$ cat config.mk
export PLATFORM = sky130hd
export DESIGN_NAME = flag_reg_unit
export DESIGN_NICKNAME = d
export VERILOG_FILES = /design/src/rtl/flag_reg_unit.sv
export SDC_FILE = /design/constraint.sdc
export NUM_CORES = 1
export LEC_CHECK = 0
export ABC_AREA = 1
export CAP_MARGIN = 20
export CELL_PAD_IN_SITES_DETAIL_PLACEMENT = 1
export CELL_PAD_IN_SITES_GLOBAL_PLACEMENT = 2
export CORE_ASPECT_RATIO = 0.8
export CORE_UTILIZATION = 32
export DETAILED_ROUTE_END_ITERATION = 7
export GPL_TIMING_DRIVEN = 0
export PLACE_DENSITY_LB_ADDON = 0.2
export RECOVER_POWER = 50
export SLEW_MARGIN = 20
export SYNTH_ARGS = -nofsm -noshare
export SYNTH_HDL_FRONTEND = slang
export SYNTH_SLANG_ARGS = --single-unit
$ cat constraint.sdc
create_clock -name clk -period 4.5 [get_ports clk]
set_input_delay 0.9 -clock clk [delete_from_list [all_inputs] [get_ports clk]]
set_output_delay 0.9 -clock clk [all_outputs]
set_load 0.03 [all_outputs]
$ cat src/rtl/flag_reg_unit.sv
// Registered ZF/CF/SF/OF flag unit with a LIFO flag stack for call/interrupt save/restore.
// Flag vector packing is {zf, cf, sf, of} both in the register and on the stack.
module flag_reg_unit #(
  parameter int WIDTH       = 16,
  parameter int STACK_DEPTH = 4
) (
  input  logic             clk,
  input  logic             rst,
  input  logic [WIDTH-1:0] a,
  input  logic [WIDTH-1:0] b,
  input  logic             op_valid,
  input  logic [1:0]       mode,
  input  logic             push,
  input  logic             pop,
  output logic             zf,
  output logic             cf,
  output logic             sf,
  output logic             of,
  output logic             stack_empty,
  output logic             stack_full,
  output logic             stack_err
);

  localparam int CW = $clog2(STACK_DEPTH + 1);
  localparam int IW = (STACK_DEPTH > 1) ? $clog2(STACK_DEPTH) : 1;

  localparam logic [1:0] MODE_CMP  = 2'b00;
  localparam logic [1:0] MODE_TEST = 2'b01;
  localparam logic [1:0] MODE_EQ   = 2'b10;

  logic [3:0]    flags_q, flags_d;
  logic [CW-1:0] count_q, count_d;
  logic          err_q, err_d;
  logic [3:0]    stack_q [STACK_DEPTH];

  logic [WIDTH:0]   diff;
  logic [WIDTH-1:0] andr;
  logic [3:0]       op_flags;
  logic             push_ok, pop_ok;
  logic [IW-1:0]    wr_idx, rd_idx;

  assign stack_empty = (count_q == '0);
  assign stack_full  = (count_q == CW'(STACK_DEPTH));
  assign stack_err   = err_q;
  assign {zf, cf, sf, of} = flags_q;

  // push and pop together cancel each other; only the error pulse remains
  assign push_ok = push & ~pop & ~stack_full;
  assign pop_ok  = pop & ~push & ~stack_empty;
  assign err_d   = (push & pop) | (push & ~pop & stack_full) | (pop & ~push & stack_empty);

  // Indices are only used when the matching request is legal, so truncation is safe
  assign wr_idx = IW'(count_q);
  assign rd_idx = IW'(count_q - CW'(1));

  always_comb begin
    diff     = {1'b0, a} - {1'b0, b};
    andr     = a & b;
    op_flags = flags_q;
    case (mode)
      MODE_CMP:  op_flags = {diff[WIDTH-1:0] == '0, diff[WIDTH], diff[WIDTH-1],
                            (a[WIDTH-1] != b[WIDTH-1]) && (diff[WIDTH-1] != a[WIDTH-1])};
      MODE_TEST: op_flags = {andr == '0, 1'b0, andr[WIDTH-1], 1'b0};
      MODE_EQ:   op_flags = {a == b, flags_q[2:0]};
      default:   op_flags = flags_q;
    endcase
  end

  always_comb begin
    flags_d = flags_q;
    count_d = count_q;
    if (pop_ok)        flags_d = stack_q[rd_idx];
    else if (op_valid) flags_d = op_flags;
    if (push_ok)       count_d = count_q + CW'(1);
    else if (pop_ok)   count_d = count_q - CW'(1);
  end

  always_ff @(posedge clk) begin
    if (rst) begin
      flags_q <= '0;
      count_q <= '0;
      err_q   <= 1'b0;
    end else begin
      flags_q <= flags_d;
      count_q <= count_d;
      err_q   <= err_d;
    end
  end

  // Stack payload needs no reset: entries are only read below the live count
  always_ff @(posedge clk) begin
    if (!rst && push_ok) stack_q[wr_idx] <= flags_q;
  end

endmodule
==> results of run 1 <==
-- per-layer routing --
metal	GRT usage	part of all wire	routed length [um]
met3	0.0202	0.031	224
met5	0	0	0
met2	0.291	0.43	3120
met4	0.00423	0	0
met1	0.267	0.54	3940
-- where the power goes --
| part | switching (uW) | total, uW | internal (uW) |
|---|---|---|---|
| registers | 17.7 | 276 | 258 |
| clock network | 71.4 | 132 | 61.1 |
| logic | 261 | 426 | 165 |
| total | 350 | 834 | 484 |
-- critical path: cells and delay by family (launching register included) --
family     cells  cell delay [ns]
buf+inv        2             0.92
fa+ha+maj      2             0.61
flops          1             0.40
-- per-stage QoR --
step / cells / instance area, sq um / util / hold WS [ns] / total power [uW]
2_1_floorplan: 376 / 2600 / - / 0.490 / 556
3_3_place_gp: 529 / 3180 / 0.403 / 0.516 / 694
3_5_place_dp: 529 / 3180 / 0.403 / 0.522 / 711
4_1_cts: 533 / 3230 / 0.408 / 0.532 / 843
5_1_grt: 533 / 3230 / 0.408 / 0.541 / 903
6_report: 533 / 3230 / 0.408 / 0.531 / 834
-- cell usage after synthesis (all sizes together), types with 3 or more instances --
library cell  number
a21oi             21
dfxtp              8
edfxtp            16
ha                41
inv               74
nand2             98
nand3             29
nand4              5
nor2              40
nor3               6
o21ai             11
xor2               3
-- cell type report --
| type | instances | area (sq um) | share of cell area |
|---|---|---|---|
| plain buffers | 2 | 15.0 | 0.00465 |
| clock buffers | 3 | 41.3 | 0.0128 |
| clock inverters | 1 | 3.75 | 0.00116 |
| inverters | 75 | 282 | 0.0872 |
| multi-input cells | 275 | 1660 | 0.515 |
| flip-flops and latches | 24 | 641 | 0.198 |
| well taps | 108 | 135 | 0.0418 |
| repair buffers | 45 | 450 | 0.139 |
-- cell families after synthesis --
kind of cell             count (synthesis)
flip-flops                              24
XOR/XNOR                                 5
buffers and inverters                   77
AND/OR/NAND/NOR                        185
adder cells (fa/ha/maj)                 42
AO/OA/AOI/OAI                           43
-- state kept, by name, summed over array words and instances (netlist names) --
signal     count
count_q        3
flags_q        4
stack_err      1
stack_q       16
-- path summary, 6_finish.rpt --
path	start	end	slack (ns)	cells past startpoint
worst max register to register	count_q[0]	stack_q[1][0]	1.73	6
worst min-delay path	flags_q[0]	stack_q[2][0]	0.53	0
worst max-delay path	count_q[0]	stack_full	1.40	4
worst min register to register	flags_q[0]	stack_q[2][0]	0.53	0
==> run metrics, run 1 <==
Post-Synth Simple-Gate Area=0.319; initial antenna violation count=0; number of global-route vias before repair=2491; final period utilization=0.688; largest family of logic cells by synthesized area=simple AND/OR/NAND/NOR gates; adder-cell area share of the yosys netlist=0.205; Vias/cell=4.68; Die Area=8490 sq um; # hold bufs at CTS=0; net count after synthesis=457; GRT overflow=0; CTS buffer count=3; final wirelength=7.29 mm; leakage power=0.00161 uW; Syn Area/Cell=6.91 sq um; CTS Buffer Depth=2; CP most frequent cell=ha_1; layout cell share with drive strength beyond 1=0.0659; Synth cell types=38; Synth warnings=0; critical setup path kind=reg -> out; Hold Fails Final Rpt=0; Slew Limit Fails=0; Mapped Area=2600 sq um; Die Wd=103 um; number of flops mapped to enable cells by yosys=16; Compound-Gate Fraction of Synth Area=0.0987; Tmin final=3.10 ns; Initial Util=0.329; ys flop type=edfxtp_1; min-delay worst type=reg -> reg; Root Buffer=clkbuf_8; ANT nets after route=0; Yosys top cell area share=0.197; # diodes=0; Core Box Area=7910 sq um; largest net degree at the start of global routing=14; count of final setup violators=0; Mapped Cells=376; crit-path cells=clkinv_1, ha_1, ha_1, clkdlybuf4s50_1; FP Rows=29; Crit. End Element=output pin; unrepaired setup endpoints after global routing=false; maximum vdd ir drop=0.000214 V; mux cell area share after synthesis=0; clock transition at the registers of the reported paths=0.09 ns; Setup WS pre-CTS=1.12 ns; CP max stage cell=clkdlybuf4s50_1; Initial DRC Count=77; clk_lat worst skew=0.27 ns; vias=2493; first-pass GRT wire length=11.8 mm; number of max-cap violations=0; Die Y=82.6 um; GRT Resource Usage Total=0.179; setup TNS=0 ns; IO buf count=45; post-cts sizing count=0; DRC viols=0; Critical Path RT=3.60 ns; type of origin of the critical path=flop; CTS Sinks=24; CP arrival=2.20 ns; post-synthesis sequential area ratio=0.247; most common cell after layout, fill and taps aside=nand2_1; PwrDens=258 nW/um^2; synthesized flop and latch total=24; XOR/XNOR Fraction of Synth Area=0.0169; synth top area cells=ha_1, edfxtp_1, nand2_1; Worst Tran Pin Value=0.605 ns; Final Skew=0.00320 ns; Synth area leader=ha_1; TritonRoute pass-1 iters=4; htree depth=1; CTS tree=done; status=finished clean; gpl congestion=0.798; maximum clock rate=323 MHz; # IOs=46; # Post-CTS Setup Buffers=0; Setup WS post-layout=1.40 ns; fin nets=507; # fillers=1046; FFs w/ async S/R, synth=0; HPWL Detailed=6.35 mm; area grow syn2layout=24.3%; peak fanout along the critical path=10; commonest cells after routing, fill and taps aside=nand2_1, inv_1, ha_1; Critical Path Max Stage Delay=0.61 ns; DR WL/cell=13.7 um; relative slew slack=0.593
(Power assumes the default switching activity.)
==> run 2: changes to the inputs <==
--- a/config.mk
+++ b/config.mk
@@ -10,7 +10,7 @@
 export CELL_PAD_IN_SITES_DETAIL_PLACEMENT = 1
 export CELL_PAD_IN_SITES_GLOBAL_PLACEMENT = 2
 export CORE_ASPECT_RATIO = 0.8
-export CORE_UTILIZATION = 32
+export CORE_UTILIZATION = 27
 export DETAILED_ROUTE_END_ITERATION = 7
 export GPL_TIMING_DRIVEN = 0
 export PLACE_DENSITY_LB_ADDON = 0.2
==> constraint.sdc (replaced) <==
create_clock -name clk -period 2.65 [get_ports clk]
set_input_delay 0.53 -clock clk [delete_from_list [all_inputs] [get_ports clk]]
set_output_delay 0.53 -clock clk [all_outputs]
set_load 0.03 [all_outputs]
==> run 2 against run 1 <==
The flow now finishes with violations (design-rule violations). Routed wire length increased by 0.14%. Combinational power grew 72%. Critical path depth is the same. Worst hold slack barely moved. Via count up 0.96%. Utilization shrank 4.4 points. Largest cell class unchanged.
==> run metrics, run 2 (synthesis results as in run 1) <==
area grow syn2layout=28.9%; # IOs=46; HPWL Detailed=6.39 mm; # fillers=1140; final period utilization=0.938; Vias/cell=4.64; peak fanout along the critical path=10; CTS Sinks=24; Initial Util=0.283; count of final setup violators=0; fin nets=509; gpl congestion=0.759; vias=2517; number of max-cap violations=0; FP Rows=31; CTS tree=done; GRT overflow=0; maximum vdd ir drop=0.000265 V; clock network power share=0.264; failing checks=design-rule violations; initial antenna violation count=0; DRC viols=4; htree depth=1; Comb pwr share=0.449; multi-input logic area=1690 sq um; PwrDens=487 nW/um^2; TritonRoute pass-1 iters=6; ANT nets after route=0; first-pass GRT wire length=12.2 mm; Setup WS post-layout=0.165 ns; Core Box Area=9190 sq um; # hold bufs at CTS=0; Die Y=89.8 um; CP arrival=1.96 ns; largest register by flop count=stack_q; Initial DRC Count=94; Tmin final=2.49 ns; Slew Limit Fails=0; leakage power=0.00167 uW; layout cell share with drive strength beyond 1=0.0960; largest registers=stack_q (16), flags_q (4), count_q (3); Root Buffer=clkbuf_16; DR WL/cell=13.5 um; CTS buffer count=3; Die Wd=112 um; maximum clock rate=402 MHz; min-delay worst type=reg -> reg; IO buf count=45; Psw=605 uW; Hold Fails Final Rpt=0; GRT Resource Usage Total=0.152; Die Area=10000 sq um; Internal Power=1030 uW; max FFs per register=16; relative slew slack=0.585; clk_lat worst skew=0.26 ns; # diodes=0; unrepaired setup endpoints after global routing=false; Setup WS pre-CTS=-0.377 ns; CTS Buffer Depth=2; status=finished with violations; type of origin of the critical path=flop; Crit. End Element=output pin; Fin Hold WS=0.531 ns; critical setup path kind=reg -> out; clock transition at the registers of the reported paths=0.06 ns; final wirelength=7.30 mm; Final Skew=0.00185 ns; Net Sw Frac=0.371; commonest cells after routing, fill and taps aside=nand2_1, inv_1, ha_1; most common cell after layout, fill and taps aside=nand2_1; Flop pwr share=0.287; Critical Path RT=2.12 ns; number of global-route vias before repair=2543; Worst Tran Pin Value=0.617 ns; register area=641 sq um; largest net degree at the start of global routing=15
## run 2: area by class of cell
| type | count | area share |
|---|---|---|
| Clock inverter | 1 | 0.00896 |
| Timing Repair Buffer | 47 | 0.140 |
| Buffer | 2 | 0.00448 |
| Tap cell | 115 | 0.0429 |
| Sequential cell | 24 | 0.191 |
| Clock buffer | 3 | 0.0224 |
| Inverter | 75 | 0.0844 |
| Multi-Input combinational cell | 275 | 0.505 |
## run 2: repair_timing
| item | in CTS | in global routing |
|---|---|---|
| pin swaps | 0 | 2 |
| endpoints found under the setup margin | 20 | 1 |
| setup buffers | 0 | 2 |
| cloned | 0 | 0 |
| resized for setup | 4 | 9 |
## run 2: power by group through the flow
stage | logic (uW) | registers (uW) | clock network [uW]
2_1_floorplan | 455 | 489 | 0
3_3_place_gp | 712 | 475 | 0
3_5_place_dp | 726 | 477 | 0
4_1_cts | 740 | 469 | 436
5_1_grt | 825 | 473 | 451
6_report | 732 | 468 | 431
## run 2: worst paths after layout
path / end / depth (start not counted) / slack (ns) / start
max: stack_full / 4 / 0.16 / count_q[0]
min: stack_q[3][2] / 0 / 0.53 / flags_q[2]
max reg2reg: flags_q[0] / 7 / 0.24 / count_q[0]
min reg2reg: stack_q[3][2] / 0 / 0.53 / flags_q[2]
## run 2: worst max-delay path, stage by stage (launching register included)
cell,delay (ns)
dfxtp_1,0.40
clkinv_2,0.18
ha_1,0.29
ha_1,0.23
clkdlybuf4s50_1,0.60
## run 2: routing by layer
layer / vias to the layer above / global-route usage / wire, um
li1: 1307 / - / -
met1: 1164 / 0.233 / 4100
met2: 42 / 0.228 / 2930
met3: 4 / 0.0216 / 231
met4: 0 / 0.0203 / 34
met5: - / 0 / 0
## run 2: metrics by stage
step / cell area (sq um) / instances / TNS, ns / total power [uW] / utilization
6_report: 3350 / 542 / 0 / 1630 / 0.365
5_1_grt: 3350 / 542 / 0 / 1750 / 0.365
4_1_cts: 3310 / 540 / 0 / 1650 / 0.360
3_5_place_dp: 3190 / 536 / -1.20 / 1200 / 0.347
3_3_place_gp: 3190 / 536 / -0.345 / 1190 / 0.347
2_1_floorplan: 2600 / 376 / 0 / 944 / -
==> run 3: changes to the inputs <==
--- a/config.mk
+++ b/config.mk
@@ -10,7 +10,9 @@
 export CELL_PAD_IN_SITES_DETAIL_PLACEMENT = 1
 export CELL_PAD_IN_SITES_GLOBAL_PLACEMENT = 2
 export CORE_ASPECT_RATIO = 0.8
+export CORE_MARGIN = 2
 export CORE_UTILIZATION = 27
+export CTS_CLUSTER_SIZE = 24
 export DETAILED_ROUTE_END_ITERATION = 7
 export GPL_TIMING_DRIVEN = 0
 export PLACE_DENSITY_LB_ADDON = 0.2
==> run 3 against run 2 <==
First-iteration DRC count fell by 4.3%. Largest power group unchanged. Flip-flop and latch count did not move. Sequential power hardly changed. Critical endpoint unchanged. The flow now finishes without violations. Setup slack worse by 0.035 ns. Critical path depth stayed put.
==> run metrics, run 3 (synthesis results as in run 1) <==
Psw=617 uW; Worst Path Buf+Inv=2; CTS Buffer Depth=2; critical setup path kind=reg -> out; largest register by flop count=stack_q; ANT nets after route=0; met3 Use GR=0.0198; Crit. End Element=output pin; Root Buffer=clkbuf_16; DRC viols=0; GRT Resource Usage Total=0.145; # diodes=0; Initial DRC Count=90; final wirelength=7.47 mm; Hold Fails Final Rpt=0; Die Y=91.8 um; largest registers=stack_q (16), flags_q (4), count_q (3); largest net degree at the start of global routing=15; clock transition at the registers of the reported paths=0.06 ns; count of final setup violators=0; Critical Path RT=2.12 ns; Final Skew=0.00121 ns; Flop pwr share=0.282; layout cell share with drive strength beyond 1=0.133; number of max-cap violations=0; IO buf count=45; gpl congestion=0.731; Fin Hold WS=0.526 ns; Initial Util=0.283; # hold bufs at CTS=0; placed cell area=3190 sq um; Die Area=10400 sq um; CTS tree=done; Vias/cell=4.57; commonest cells after routing, fill and taps aside=nand2_1, inv_1, clkdlybuf4s50_1; first-pass GRT wire length=12.1 mm; status=finished clean; GRT overflow=0; type of origin of the critical path=flop; CTS Sinks=24; clk_lat worst skew=0.26 ns; PwrDens=480 nW/um^2; finished layout cell area=3450 sq um; Net Sw Frac=0.372; # fillers=1164; number of global-route vias before repair=2558; min-delay worst type=reg -> reg; final period utilization=0.951; relative slew slack=0.583; htree depth=1; TritonRoute pass-1 iters=4; Critical Path Max Stage Delay=0.61 ns; met1 usage=0.222; peak fanout along the critical path=10; Slew Limit Fails=0; GRT Max-Usage Layer=met2; clock network power share=0.260; maximum clock rate=397 MHz; Comb pwr share=0.458; reg2reg setup slack=0.23 ns; maximum vdd ir drop=0.000324 V; Tmin final=2.52 ns; Die Wd=114 um; multi-input logic area=1790 sq um; CTS buffer count=3; leakage power=0.00167 uW; CP arrival=1.99 ns; Internal Power=1040 uW; Setup WS pre-CTS=-0.355 ns; area grow syn2layout=32.8%; unrepaired setup endpoints after global routing=false; vias=2477; total power=1660 uW; CP max stage cell=clkdlybuf4s50_1; # IOs=46; Core Box Area=9190 sq um; Top delay family on crit path=buffers and inverters; most common cell after layout, fill and taps aside=nand2_1; crit-path cells=clkinv_2, ha_1, ha_1, clkdlybuf4s50_1; FP Rows=31; fin nets=509; max FFs per register=16; register area=641 sq um; DR WL/cell=13.8 um; CP most frequent cell=ha_1; met2 Use GR=0.222; Setup WS post-layout=0.130 ns; HPWL Detailed=6.42 mm; initial antenna violation count=0; Worst Tran Pin Value=0.619 ns
run 3: metrics by stage:
step           setup TNS (ns)  utilization  instances
6_report                    0        0.376        542
4_1_cts                     0        0.360        540
3_5_place_dp           -0.717        0.347        536
5_1_grt                     0        0.376        542
3_3_place_gp           -0.343        0.347        536
2_1_floorplan               0            -        376
run 3: worst paths after layout:
path,depth (start not counted),endpoint,startpoint
setup / recovery,4,stack_full,count_q[0]
hold / removal,0,stack_q[2][0],flags_q[0]
setup reg to reg,7,flags_q[0],count_q[0]
hold reg to reg,0,stack_q[2][0],flags_q[0]
run 3: power by group through the flow:
stage	Clock, uW	Sequential, uW	Combinational [uW]
global route	449	473	858
CTS	438	469	738
detailed placement	0	477	729
global placement	0	475	712
finish	432	467	759
floorplan	0	489	455
run 3: final cells by class:
type | count | area share
Timing Repair Buffer | 47 | 0.136
Buffer | 2 | 0.00435
Clock buffer | 3 | 0.0217
Multi-Input combinational cell | 275 | 0.520
Tap cell | 115 | 0.0417
Clock inverter | 1 | 0.00870
Sequential cell | 24 | 0.186
Inverter | 75 | 0.0819
run 3: routing by layer:
| layer | share of wire | wire length, um | vias up |
|---|---|---|---|
| met1 | 0.55 | 4120 | 1121 |
| li1 | - | - | 1310 |
| met4 | 0.0031 | 23 | 0 |
| met2 | 0.41 | 3060 | 44 |
| met3 | 0.036 | 270 | 2 |
| met5 | 0 | 0 | - |
run 3: what timing repair did:
item | 4_1_cts | 5_1_grt
pin swaps | 0 | 6
buffers inserted | 0 | 2
setup endpoints to repair | 20 | 17
resized for setup | 3 | 32
cloned | 0 | 0
